--- config.mk ---
export PLATFORM = sky130hd
export DESIGN_NAME = lift_hall_decoder
export DESIGN_NICKNAME = d
export VERILOG_FILES = /design/src/rtl/lift_hall_pkg.sv /design/src/rtl/lift_hall_decoder_filter.sv /design/src/rtl/lift_hall_decoder.sv
export SDC_FILE = /design/constraint.sdc
export NUM_CORES = 1
export LEC_CHECK = 0
export ABC_AREA = 0
export BUFFER_PORTS_ARGS = -buffer_cell sky130_fd_sc_hd__buf_2
export CELL_PAD_IN_SITES_DETAIL_PLACEMENT = 1
export CELL_PAD_IN_SITES_GLOBAL_PLACEMENT = 1
export CORE_ASPECT_RATIO = 1.5
export CORE_UTILIZATION = 35
export CTS_CLUSTER_SIZE = 8
export DETAILED_ROUTE_END_ITERATION = 7
export PLACE_DENSITY = 0.78
export SKIP_LAST_GASP = 1
export SLEW_MARGIN = 15
export SYNTH_ARGS = -nofsm -noshare
export SYNTH_HDL_FRONTEND = slang
export SYNTH_SLANG_ARGS = --single-unit
--- constraint.sdc ---
create_clock -name OPB_CLK -period 4.5 [get_ports OPB_CLK]
set_input_delay 1.35 -clock OPB_CLK [delete_from_list [all_inputs] [get_ports OPB_CLK]]
set_output_delay 1.35 -clock OPB_CLK [all_outputs]
set_load 0.03 [all_outputs]
--- src/rtl/lift_hall_pkg.sv ---
// Shared constants and helpers for the lift motor Hall feedback decoder.
// Optional feature macro used by this slice: LIFT_HALL_IRQ_EN.
package lift_hall_pkg;

  // Register indices relative to ADDR_BASE
  localparam logic [1:0] REG_POS    = 2'd0;
  localparam logic [1:0] REG_PERIOD = 2'd1;
  localparam logic [1:0] REG_STATUS = 2'd2;
  localparam logic [1:0] REG_CTRL   = 2'd3;

  // Fault codes reported in the status register
  localparam logic [1:0] FLT_NONE    = 2'b00;
  localparam logic [1:0] FLT_INVALID = 2'b01;
  localparam logic [1:0] FLT_SEQ     = 2'b10;

  localparam logic [2:0] SECTOR_NONE = 3'd0;

  // Hall code {C,B,A} to commutation sector; 000 and 111 map to 0 (invalid)
  function automatic logic [2:0] hall_to_sector(input logic [2:0] code);
    logic [2:0] sec;
    case (code)
      3'b001:  sec = 3'd1;
      3'b011:  sec = 3'd2;
      3'b010:  sec = 3'd3;
      3'b110:  sec = 3'd4;
      3'b100:  sec = 3'd5;
      3'b101:  sec = 3'd6;
      default: sec = 3'd0;
    endcase
    return sec;
  endfunction

  // Sector reached by one forward step (6 wraps to 1)
  function automatic logic [2:0] sector_next(input logic [2:0] sec);
    return (sec == 3'd6) ? 3'd1 : (sec + 3'd1);
  endfunction

  // Sector reached by one reverse step (1 wraps to 6)
  function automatic logic [2:0] sector_prev(input logic [2:0] sec);
    return (sec == 3'd1) ? 3'd6 : (sec - 3'd1);
  endfunction

endpackage

--- src/rtl/lift_hall_decoder_filter.sv ---
// Hall input conditioning: two-flop synchronizer followed by a stability
// filter that only accepts a code after FILT_LEN identical samples.
// accept_o pulses for one cycle whenever code_o takes a new value.
module hall_sync_filter #(
  parameter int unsigned FILT_LEN = 4
) (
  input  logic       clk_i,
  input  logic       rst_i,
  input  logic [2:0] hall_i,
  input  logic       filter_en_i,
  output logic [2:0] code_o,
  output logic       accept_o
);

  localparam logic [3:0] FILT_LEN_C = 4'(FILT_LEN);

  logic [2:0] sync1_q, sync2_q;
  logic [2:0] cand_q, cand_d;
  logic [2:0] code_q, code_d;
  logic [3:0] run_q, run_d;
  logic       accept_q, accept_d;

  // Bring the asynchronous Hall pins into the clock domain.
  always_ff @(posedge clk_i) begin
    if (rst_i) begin
      sync1_q <= 3'b000;
      sync2_q <= 3'b000;
    end else begin
      sync1_q <= hall_i;
      sync2_q <= sync1_q;
    end
  end

  // Count identical consecutive samples and decide when a new code is accepted.
  always_comb begin
    cand_d   = sync2_q;
    run_d    = run_q;
    code_d   = code_q;
    accept_d = 1'b0;
    if (sync2_q == cand_q) begin
      if (run_q < FILT_LEN_C) begin
        run_d = run_q + 4'd1;
      end else begin
        run_d = run_q;
      end
    end else begin
      run_d = 4'd1;
    end
    if (filter_en_i) begin
      if ((run_d >= FILT_LEN_C) && (sync2_q != code_q)) begin
        code_d   = sync2_q;
        accept_d = 1'b1;
      end else begin
        code_d   = code_q;
        accept_d = 1'b0;
      end
    end else begin
      if (sync2_q != code_q) begin
        code_d   = sync2_q;
        accept_d = 1'b1;
      end else begin
        code_d   = code_q;
        accept_d = 1'b0;
      end
    end
  end

  // Filter state and registered outputs.
  always_ff @(posedge clk_i) begin
    if (rst_i) begin
      cand_q   <= 3'b000;
      run_q    <= 4'd0;
      code_q   <= 3'b000;
      accept_q <= 1'b0;
    end else begin
      cand_q   <= cand_d;
      run_q    <= run_d;
      code_q   <= code_d;
      accept_q <= accept_d;
    end
  end

  assign code_o   = code_q;
  assign accept_o = accept_q;

endmodule

--- src/rtl/lift_hall_decoder.sv ---
// Lift motor Hall feedback: sector decode, direction, signed position,
// step period, stall and fault tracking, with an OPB register window.
// Optional macro LIFT_HALL_IRQ_EN adds the HALL_IRQ output and status bit 31.
module lift_hall_decoder
  import lift_hall_pkg::*;
#(
  parameter int unsigned FILT_LEN  = 4,
  parameter logic [31:0] STALL_MAX = 32'h00FF_FFFF,
  parameter logic [2:0]  ADDR_BASE = 3'h4
) (
  input  logic        OPB_CLK,
  input  logic        OPB_RST,
  input  logic [2:0]  HALL_IN,
  input  logic [31:0] LIFT_ADDR,
  input  logic [31:0] LIFT_MOT_DI,
  input  logic        LIFT_MOT_WE,
  input  logic        LIFT_MOT_RE,
  output logic [31:0] HALL_DO,
  output logic [2:0]  HALL_SECTOR,
  output logic        HALL_DIR,
  output logic        HALL_FAULT
`ifdef LIFT_HALL_IRQ_EN
  ,
  output logic        HALL_IRQ
`endif
);

  logic [2:0]  filt_code_s;
  logic        filt_acc_s;
  logic [2:0]  new_sec_s;
  logic        inv_s, evt_s, load_s, fwd_s, rev_s, seq_s;
  logic [2:0]  idx_s;
  logic [1:0]  reg_idx_s;
  logic        sel_s, ctrl_wr_s, clr_pos_s, clr_flt_s;
  logic [31:0] status_s;
  logic        unused_bits_s;

  logic [2:0]  sector_q, sector_d;
  logic        dir_q, dir_d;
  logic [31:0] pos_q, pos_d;
  logic        fault_q, fault_d;
  logic [1:0]  fcode_q, fcode_d;
  logic [7:0]  serr_q, serr_d, serr_base_s;
  logic [31:0] per_cnt_q, per_cnt_d;
  logic [31:0] period_q, period_d;
  logic        stall_q, stall_d;
  logic        filter_en_q, filter_en_d;

  hall_sync_filter #(
    .FILT_LEN (FILT_LEN)
  ) u_filter (
    .clk_i       (OPB_CLK),
    .rst_i       (OPB_RST),
    .hall_i      (HALL_IN),
    .filter_en_i (filter_en_q),
    .code_o      (filt_code_s),
    .accept_o    (filt_acc_s)
  );

  // Address window: only the low three address bits are decoded.
  assign idx_s     = LIFT_ADDR[2:0] - ADDR_BASE;
  assign sel_s     = ~idx_s[2];
  assign reg_idx_s = idx_s[1:0];
  assign ctrl_wr_s = LIFT_MOT_WE & sel_s & (reg_idx_s == REG_CTRL);
  assign clr_pos_s = ctrl_wr_s & LIFT_MOT_DI[0];
  assign clr_flt_s = ctrl_wr_s & LIFT_MOT_DI[1];
  assign unused_bits_s = ^{LIFT_ADDR[31:3], LIFT_MOT_DI[31:3]};

  // Classify each accepted code: invalid, first load, forward, reverse or skip.
  assign new_sec_s = hall_to_sector(filt_code_s);
  assign inv_s  = filt_acc_s & (new_sec_s == SECTOR_NONE);
  assign evt_s  = filt_acc_s & (new_sec_s != SECTOR_NONE) & (new_sec_s != sector_q);
  assign load_s = evt_s & (sector_q == SECTOR_NONE);
  assign fwd_s  = evt_s & ~load_s & (new_sec_s == sector_next(sector_q));
  assign rev_s  = evt_s & ~load_s & (new_sec_s == sector_prev(sector_q));
  assign seq_s  = evt_s & ~load_s & ~fwd_s & ~rev_s;

  // Next-state for sector, direction, position, faults, period and stall.
  always_comb begin
    sector_d    = evt_s ? new_sec_s : sector_q;
    dir_d       = dir_q;
    pos_d       = pos_q;
    fault_d     = fault_q;
    fcode_d     = fcode_q;
    serr_base_s = serr_q;
    serr_d      = serr_q;
    per_cnt_d   = per_cnt_q;
    period_d    = period_q;
    stall_d     = stall_q;
    filter_en_d = ctrl_wr_s ? LIFT_MOT_DI[2] : filter_en_q;

    if (fwd_s) begin
      dir_d = 1'b1;
    end else if (rev_s) begin
      dir_d = 1'b0;
    end else begin
      dir_d = dir_q;
    end

    // A position clear beats a step landing in the same cycle.
    if (clr_pos_s) begin
      pos_d = 32'h0000_0000;
    end else if (fwd_s) begin
      pos_d = pos_q + 32'd1;
    end else if (rev_s) begin
      pos_d = pos_q - 32'd1;
    end else begin
      pos_d = pos_q;
    end

    // A newly detected fault survives a simultaneous fault clear.
    if (inv_s) begin
      fault_d = 1'b1;
      fcode_d = FLT_INVALID;
    end else if (seq_s) begin
      fault_d = 1'b1;
      fcode_d = FLT_SEQ;
    end else if (clr_flt_s) begin
      fault_d = 1'b0;
      fcode_d = FLT_NONE;
    end else begin
      fault_d = fault_q;
      fcode_d = fcode_q;
    end

    if (clr_flt_s) begin
      serr_base_s = 8'h00;
    end else begin
      serr_base_s = serr_q;
    end
    if (seq_s && (serr_base_s != 8'hFF)) begin
      serr_d = serr_base_s + 8'd1;
    end else begin
      serr_d = serr_base_s;
    end

    if (evt_s) begin
      per_cnt_d = 32'h0000_0000;
      period_d  = per_cnt_q + 32'd1;
    end else begin
      period_d = period_q;
      if (per_cnt_q < STALL_MAX) begin
        per_cnt_d = per_cnt_q + 32'd1;
      end else begin
        per_cnt_d = per_cnt_q;
      end
    end

    if (fwd_s || rev_s) begin
      stall_d = 1'b0;
    end else if (per_cnt_d == STALL_MAX) begin
      stall_d = 1'b1;
    end else begin
      stall_d = stall_q;
    end
  end

  // Decoder state registers.
  always_ff @(posedge OPB_CLK) begin
    if (OPB_RST) begin
      sector_q    <= SECTOR_NONE;
      dir_q       <= 1'b0;
      pos_q       <= 32'h0000_0000;
      fault_q     <= 1'b0;
      fcode_q     <= FLT_NONE;
      serr_q      <= 8'h00;
      per_cnt_q   <= 32'h0000_0000;
      period_q    <= 32'h0000_0000;
      stall_q     <= 1'b0;
      filter_en_q <= 1'b1;
    end else begin
      sector_q    <= sector_d;
      dir_q       <= dir_d;
      pos_q       <= pos_d;
      fault_q     <= fault_d;
      fcode_q     <= fcode_d;
      serr_q      <= serr_d;
      per_cnt_q   <= per_cnt_d;
      period_q    <= period_d;
      stall_q     <= stall_d;
      filter_en_q <= filter_en_d;
    end
  end

`ifdef LIFT_HALL_IRQ_EN
  logic irq_q, irq_d, fault_dly_q, stall_dly_q;

  // Interrupt level: set on a rising fault or stall, cleared by a fault clear.
  always_comb begin
    if ((fault_q && !fault_dly_q) || (stall_q && !stall_dly_q)) begin
      irq_d = 1'b1;
    end else if (clr_flt_s) begin
      irq_d = 1'b0;
    end else begin
      irq_d = irq_q;
    end
  end

  // Interrupt register and edge-detect history.
  always_ff @(posedge OPB_CLK) begin
    if (OPB_RST) begin
      irq_q       <= 1'b0;
      fault_dly_q <= 1'b0;
      stall_dly_q <= 1'b0;
    end else begin
      irq_q       <= irq_d;
      fault_dly_q <= fault_q;
      stall_dly_q <= stall_q;
    end
  end

  assign HALL_IRQ = irq_q;
  assign status_s = {irq_q, 15'h0000, serr_q, 1'b0, fcode_q, stall_q, dir_q, sector_q};
`else
  assign status_s = {16'h0000, serr_q, 1'b0, fcode_q, stall_q, dir_q, sector_q};
`endif

  // Read mux: combinational, zero unless a mapped register is being read.
  always_comb begin
    HALL_DO = 32'h0000_0000;
    if (LIFT_MOT_RE && sel_s) begin
      case (reg_idx_s)
        REG_POS:    HALL_DO = pos_q;
        REG_PERIOD: HALL_DO = period_q;
        REG_STATUS: HALL_DO = status_s;
        REG_CTRL:   HALL_DO = {31'h0000_0000, filter_en_q};
        default:    HALL_DO = 32'h0000_0000;
      endcase
    end else begin
      HALL_DO = 32'h0000_0000;
    end
  end

  assign HALL_SECTOR = sector_q;
  assign HALL_DIR    = dir_q;
  assign HALL_FAULT  = fault_q;

endmodule

# Word-level counts from Yosys, hierarchy flattened
# Index checks and enable logic that the tools add are counted.
dict set report totals {
  regBits 130
  out_inout_bits 37
  elab_cells 107
}
dict set report classes {
  add_sub_neg 8
  order_cmp 3
  n_eq_ne 19
  n_mux 27
  bitwise 17
  reduce_logical 16
}
# op n
set op_table {}
lappend op_table {{32-bit 2-to-1 mux} 5}
lappend op_table {{32-bit case mux with 4 select lines} 1}
lappend op_table {{32-bit by 1-bit adder with 32-bit output (second input constant)} 2}
lappend op_table {{32-bit by 24-bit == test with 1-bit output (second input constant)} 1}
lappend op_table {{32-bit by 24-bit less-than comparator with 1-bit output (second input constant)} 1}
lappend op_table {{32-bit by 1-bit subtractor with 32-bit output (second input constant)} 1}
lappend op_table {{3-bit case mux with 6 select lines} 1}
lappend op_table {{8-bit 2-to-1 mux} 2}
lappend op_table {{3-bit 2-to-1 mux} 5}
lappend op_table {{1-bit bitwise AND} 13}
lappend op_table {{3-bit == test (second input constant)} 4}
lappend op_table {{3-bit == test} 3}
lappend op_table {{1-bit 2-to-1 mux} 9}
lappend op_table {{8-bit by 1-bit adder with 8-bit output (second input constant)} 1}
lappend op_table {{4-bit 2-to-1 mux} 2}
lappend op_table {{8-bit != test (second input constant)} 1}
lappend op_table {{3-bit by 1-bit == test with 1-bit output (second input constant)} 2}
lappend op_table {{3-bit by 2-bit == test with 1-bit output (second input constant)} 2}
lappend op_table {{3-bit logical NOT} 2}
lappend op_table {{3-bit != test} 2}
lappend op_table {{2-bit nonzero test} 3}
lappend op_table {{3-bit nonzero test} 2}
lappend op_table {{2-bit OR reduction} 3}
lappend op_table {{4-bit by 1-bit adder with 4-bit output (second input constant)} 1}
lappend op_table {{14 further kinds} 21}

# Depth between registers and ports, before layout
dict set report depth {
  depth_word 14
  depth_mapped 19
  ltp_nobuf 19
}

# Modules after synthesis
# A second synthesis with hierarchy kept.
dict set report unflattened {
  cells_unflattened 1036
  area_unflattened_um2 8394.3
}
# module n_inst cells_per_inst area_each_um2 seq_area_each_um2
set by_module_without_submodules {}
lappend by_module_without_submodules {lift_hall_decoder 1 980 7775.0 2262.2}
lappend by_module_without_submodules {hall_sync_filter 1 56 619.3 340.3}

# Worst setup path after synthesis
# Ideal clock, no wire load.
dict set report synth_timing {
  path_type {register -> register}
  from {register sector_q[0] (netlist: HALL_SECTOR[0])}
  to {register pos_q[29]}
  setup_ns 0.079
  arrival_time_ns 4.447
  required_time_ns 4.421
  setup_slack_ns -0.026
  path_stages_with_launch 20
  path_buffers 1
  cell_sequence {dfxtp_1 > inv_1 > ha_1 > a21boi_2 > mux2i_1 > a22oi_1 > mux2i_1 > mux2i_1 > or2_2 > ha_1 > clkbuf_1 > o21ai_0 > a21oi_1 > nand3_1 > o211ai_1 > a21oi_1 > o21ai_1 > a31oi_1 > or4b_1 > o211ai_1}
}
dict set report synth_between {
  elab_chain_len 7
  word_cells_on_any_way 18
  classes_between {add/sub: 2; eq/ne: 5; mux: 3; bitwise: 6; reduce/logical: 2}
}
# element line_no
set synth_lines {}
lappend synth_lines {{start, declared} lift_hall_decoder.sv:38} ;# logic [2:0] sector_q, sector_d;
lappend synth_lines {{start signal, assigned} lift_hall_decoder.sv:172} ;# sector_q <= sector_d;
lappend synth_lines {{branches (longest 7 deep; another with 3-bit by 1-bit adder with 3-bit output)} --}
lappend synth_lines {{end signal, assigned} lift_hall_decoder.sv:174} ;# pos_q <= pos_d;
lappend synth_lines {{end, declared} lift_hall_decoder.sv:40} ;# logic [31:0] pos_q, pos_d;
# Several ways; the timed one is not identified.
# A chain may end at the register's enable or synchronous reset.

# Worst setup path after layout
dict set report layout_timing {
  from {input port LIFT_ADDR[1]}
  to {output port HALL_DO[11]}
}
dict set report layout_between {
  elab_chain_len 4
  word_cells_on_any_way 9
  classes_between {add/sub: 1; eq/ne: 3; mux: 2; bitwise: 1; reduce/logical: 2}
}
# element line_no
set layout_lines {}
lappend layout_lines {{start, declared} lift_hall_decoder.sv:14} ;# input logic [31:0] LIFT_ADDR,
lappend layout_lines {{3-bit subtractor *} lift_hall_decoder.sv:61} ;# assign idx_s = LIFT_ADDR[2:0] - ADDR_BASE;
lappend layout_lines {{2-bit == test (tied with other cells)} lift_hall_decoder.sv:222} ;# case (reg_idx_s)
lappend layout_lines {{32-bit case mux with 4 select lines / 1-bit logical AND (equally long branches)} {lift_hall_decoder.sv:222, lift_hall_decoder.sv:221}}
lappend layout_lines {{32-bit 2-to-1 mux *} lift_hall_decoder.sv:221} ;# if (LIFT_MOT_RE && sel_s) begin
lappend layout_lines {{end, declared} lift_hall_decoder.sv:18} ;# output logic [31:0] HALL_DO,
# Mark *: on every way between the ends. The rest lies on a longest branch, timed or not.

==> impl_results.md <==
- Clock Latency Late Sink: 0.42 ns
- #FFs+latches synth: 130
- Synth area leaders: dfxtp_1, mux2i_1, nor2_1
- Min cycle time layout: 4.27 ns
- Status: finished clean
- Die Wd: 128 um
- Final Worst Setup Slack: 0.231 ns
- Area share of the largest cell type after synthesis: 31.1%
- Largest net degree at the start of global routing: 38
- Max Slew Vio Count: 0
- Sw Share: 23.1%
- Routed Antenna Nets: 0
- Synthesized area: 0.00837 sq mm
- First-pass GRT wire length: 39.1 mm
- Root Buffer: clkbuf_16
- Max clock buf depth: 2
- CTS sink cnt: 130
- CP peak stage delay: 0.78 ns
- Clock group share of total power: 52.2%
- R2r setup slk: 0.26 ns
- Worst-Margin Slew: 0.979 ns
- Most frequent cells in the layout: nor2_1, dfxtp_1, nand2_1
- Crit path cell chain: buf_2, nor2b_1, a21oi_1, nor2_1, buf_2
- Top_reg_cell synth: dfxtp_1
- Fin. Hold Viols: 0
- VDD IR-drop max: 159 uV
- PwrDens: 272 mW/mm^2
- Gate Count Post-Synth: 1048
- Die Span Y: 191 um
- # setup viols final: 0
- Synth unique cells: 74
- Seq/Total Area, Yosys: 31.1%
- Area leader, netlist: dfxtp_1
- Gr ovfl total: 0
- Worst Setup EP: HALL_DO[11]
- Vias post-DR: 7658
- Combinational share of power: 4.0%
- Synth-to-layout area growth: 17.5%
- Drt via density: 5.37
- CP Class: input port to output pin
- Drt first pass iters: 4
- CORE AREA: 0.0236 sq mm
- Mean post-synth cell area: 7.99 sq um
- Total GRT Usage: 20.3%
- Hold_buf cts: 0
- Worst EP arrival: 2.92 ns
- Total Wirelength: 24.6 mm
- Cell leakage power: 3.89 nW
- Post-synth EDFFs: 0
- CTS tree: yes
- Depth of the most critical reg-to-reg path: 19
- Synth warn: 0
- Commonest non-fill, non-tap cell in the layout: nor2_1
- Hpwl dp: 18.3 mm
- CP max FO: 14
- Vias in the first global route: 7839
- Total CTS buffers: 17
- DRC Markers: 0
- DR iter-0 viols: 299
- Crit path top cell by count: buf_2
- Number of fill cells: 2833
- # diodes: 0
- Seq pwr share: 43.7%
- Internal Power: 2.06 mW
- Unrepaired setup endpoints after global routing: false
- Required time of the critical path: 3.15 ns
- Hold WC Path Type: flop to flop
- CP max-delay cell: nor2b_1
- Crit. Startpoint: LIFT_ADDR[1]
- Port Buffers: 49
- WL/cell: 17.2 um
- Relative slew margins: 34.6%
- Worst reg2reg startpoint: HALL_SECTOR[0]$_SDFFE_PP0N_
- Fin util: 41.7%
- Min-Delay Path Depth: 1
- Routability cong.: 0.829
- Setup TNS: 0 ns
- Syn_nets: 1158
- I/O pin total: 108
- RR Endpoint: pos_q[31]$_SDFFE_PP0P_
- Clock-pin slew on the worst setup and hold paths: 0.06 ns
- Net Sw Power: 0.617 mW
- Max_cap viols: 0
- Die ar.: 0.0246 sq mm
- Fmax: 0.234 GHz
- Period utilization: 94.9%
- CP endpoint kind: output pin
- Starting density of the core: 35.5%
- Final Skew: 0.00782 ns
- Ys async rst share: 0%
- Hold Path Origin: u_filter.sync1_q[0]$_SDFF_PP0_
- CTS H-tree lvls: 4
- NumNets Final: 1203
- Crit start category: input port
- Layout cells sized above 1: 14.6%
- Row cnt: 69
- Initial antenna violation count: 0
- Pre-CTS WS: 0.0185 ns
==> Yosys cell counts, drive strengths merged (6+ instances only) <==
cell and count:
nor3 23, and2 15, a21o 18, o21a 6, nand2b 7, and3 11
nand2 78, nor4 7, o21ai 36, a211oi 35, a31oi 8, xnor2 56
o21bai 7, xor2 34, clkbuf 33, nand4 17, nand3 28, mux2i 67
inv 21, buf 30, ha 38, nor2b 18, a21oi 77, dfxtp 130
or2 6, nor2 175
==> sequential cells by signal (all words and copies together), names as in the netlist <==
| name | flops |
|---|---|
| HALL_DIR | 1 |
| u_filter.accept_o | 1 |
| u_filter.run_q | 4 |
| stall_q | 1 |
| pos_q | 32 |
| u_filter.cand_d | 3 |
| serr_q | 8 |
| u_filter.cand_q | 3 |
| period_q | 32 |
| u_filter.sync1_q | 3 |
| per_cnt_q | 32 |
| HALL_SECTOR | 3 |
| filter_en_q | 1 |
| u_filter.code_o | 3 |
| HALL_FAULT | 1 |
| fcode_q | 2 |
==> how the worst min path moves through the flow <==
stage                                                to  slack, ns
after floorplan           u_filter.cand_d[0]$_SDFF_PP0_       0.41
after global placement    u_filter.cand_d[0]$_SDFF_PP0_       0.42
after detailed placement  u_filter.cand_d[0]$_SDFF_PP0_       0.43
after CTS                 u_filter.cand_d[0]$_SDFF_PP0_       0.44
after global routing      u_filter.cand_d[1]$_SDFF_PP0_       0.46
final                     u_filter.cand_d[0]$_SDFF_PP0_       0.43
==> final cells by class <==
cell class	instances	area, sq um	share of cell area (%)
clock buffer	20	467	4.74
clock inverter	12	133	1.35
inverter	21	78.8	0.801
multi-input combinational	834	5570	56.7
sequential	130	2610	26.5
tap	319	399	4.06
timing repair buffer	89	576	5.85
==> routing by layer <==
layer / GRT usage, % / vias up / share of wire (%)
met5: 0 / - / 0
met4: 10.3 / 0 / 4.0
met3: 2.97 / 58 / 2.5
met2: 37.8 / 118 / 53
met1: 21.8 / 3703 / 41
li1: - / 3779 / -
==> power groups by stage <==
stage               logic, mW  registers, mW  clock network, mW
global placement        0.104           1.19                  0
global route            0.118           1.17               1.48
detailed placement      0.107           1.20                  0
CTS                     0.109           1.17               1.42
floorplan              0.0747           1.19                  0
finish                  0.108           1.17               1.40
==> through the flow <==
step | hold WS (ns) | instance area, sq um | instances | total power, mW
after floorplan | 0.414 | 8370 | 1048 | 1.27
after global placement | 0.416 | 9050 | 1391 | 1.30
after detailed placement | 0.430 | 9050 | 1391 | 1.30
after CTS | 0.441 | 9650 | 1423 | 2.70
after global routing | 0.460 | 9840 | 1425 | 2.76
final | 0.435 | 9840 | 1425 | 2.68
==> worst max-delay path, delay by kind of cell <==
family / cells / cell delay, ns
and+or+nand+nor: 2 / 0.98
buffers and inverters: 2 / 0.41
AOI/OAI and AO/OA: 1 / 0.16
==> kinds of logic (layout without fill, tap and decap cells) <==
| logic type | count (synthesis) | after routing | synth area share (%) |
|---|---|---|---|
| fa+ha+maj | 39 | 39 | 5.92 |
| simple gates | 414 | 414 | 23.9 |
| mux | 68 | 68 | 8.28 |
| flops | 130 | 130 | 31.1 |
| compound gates | 223 | 223 | 17.2 |
| xor+xnor | 90 | 90 | 9.42 |
| buf+inv | 84 | 142 | 4.20 |
==> repair_timing <==
action,4_1_cts,5_1_grt
gates resized for setup,0,29
buffers inserted,0,1
endpoints found under the hold margin,0,0
endpoints found under the setup margin,0,13
Note: power is estimated with default switching activity, not from simulation.
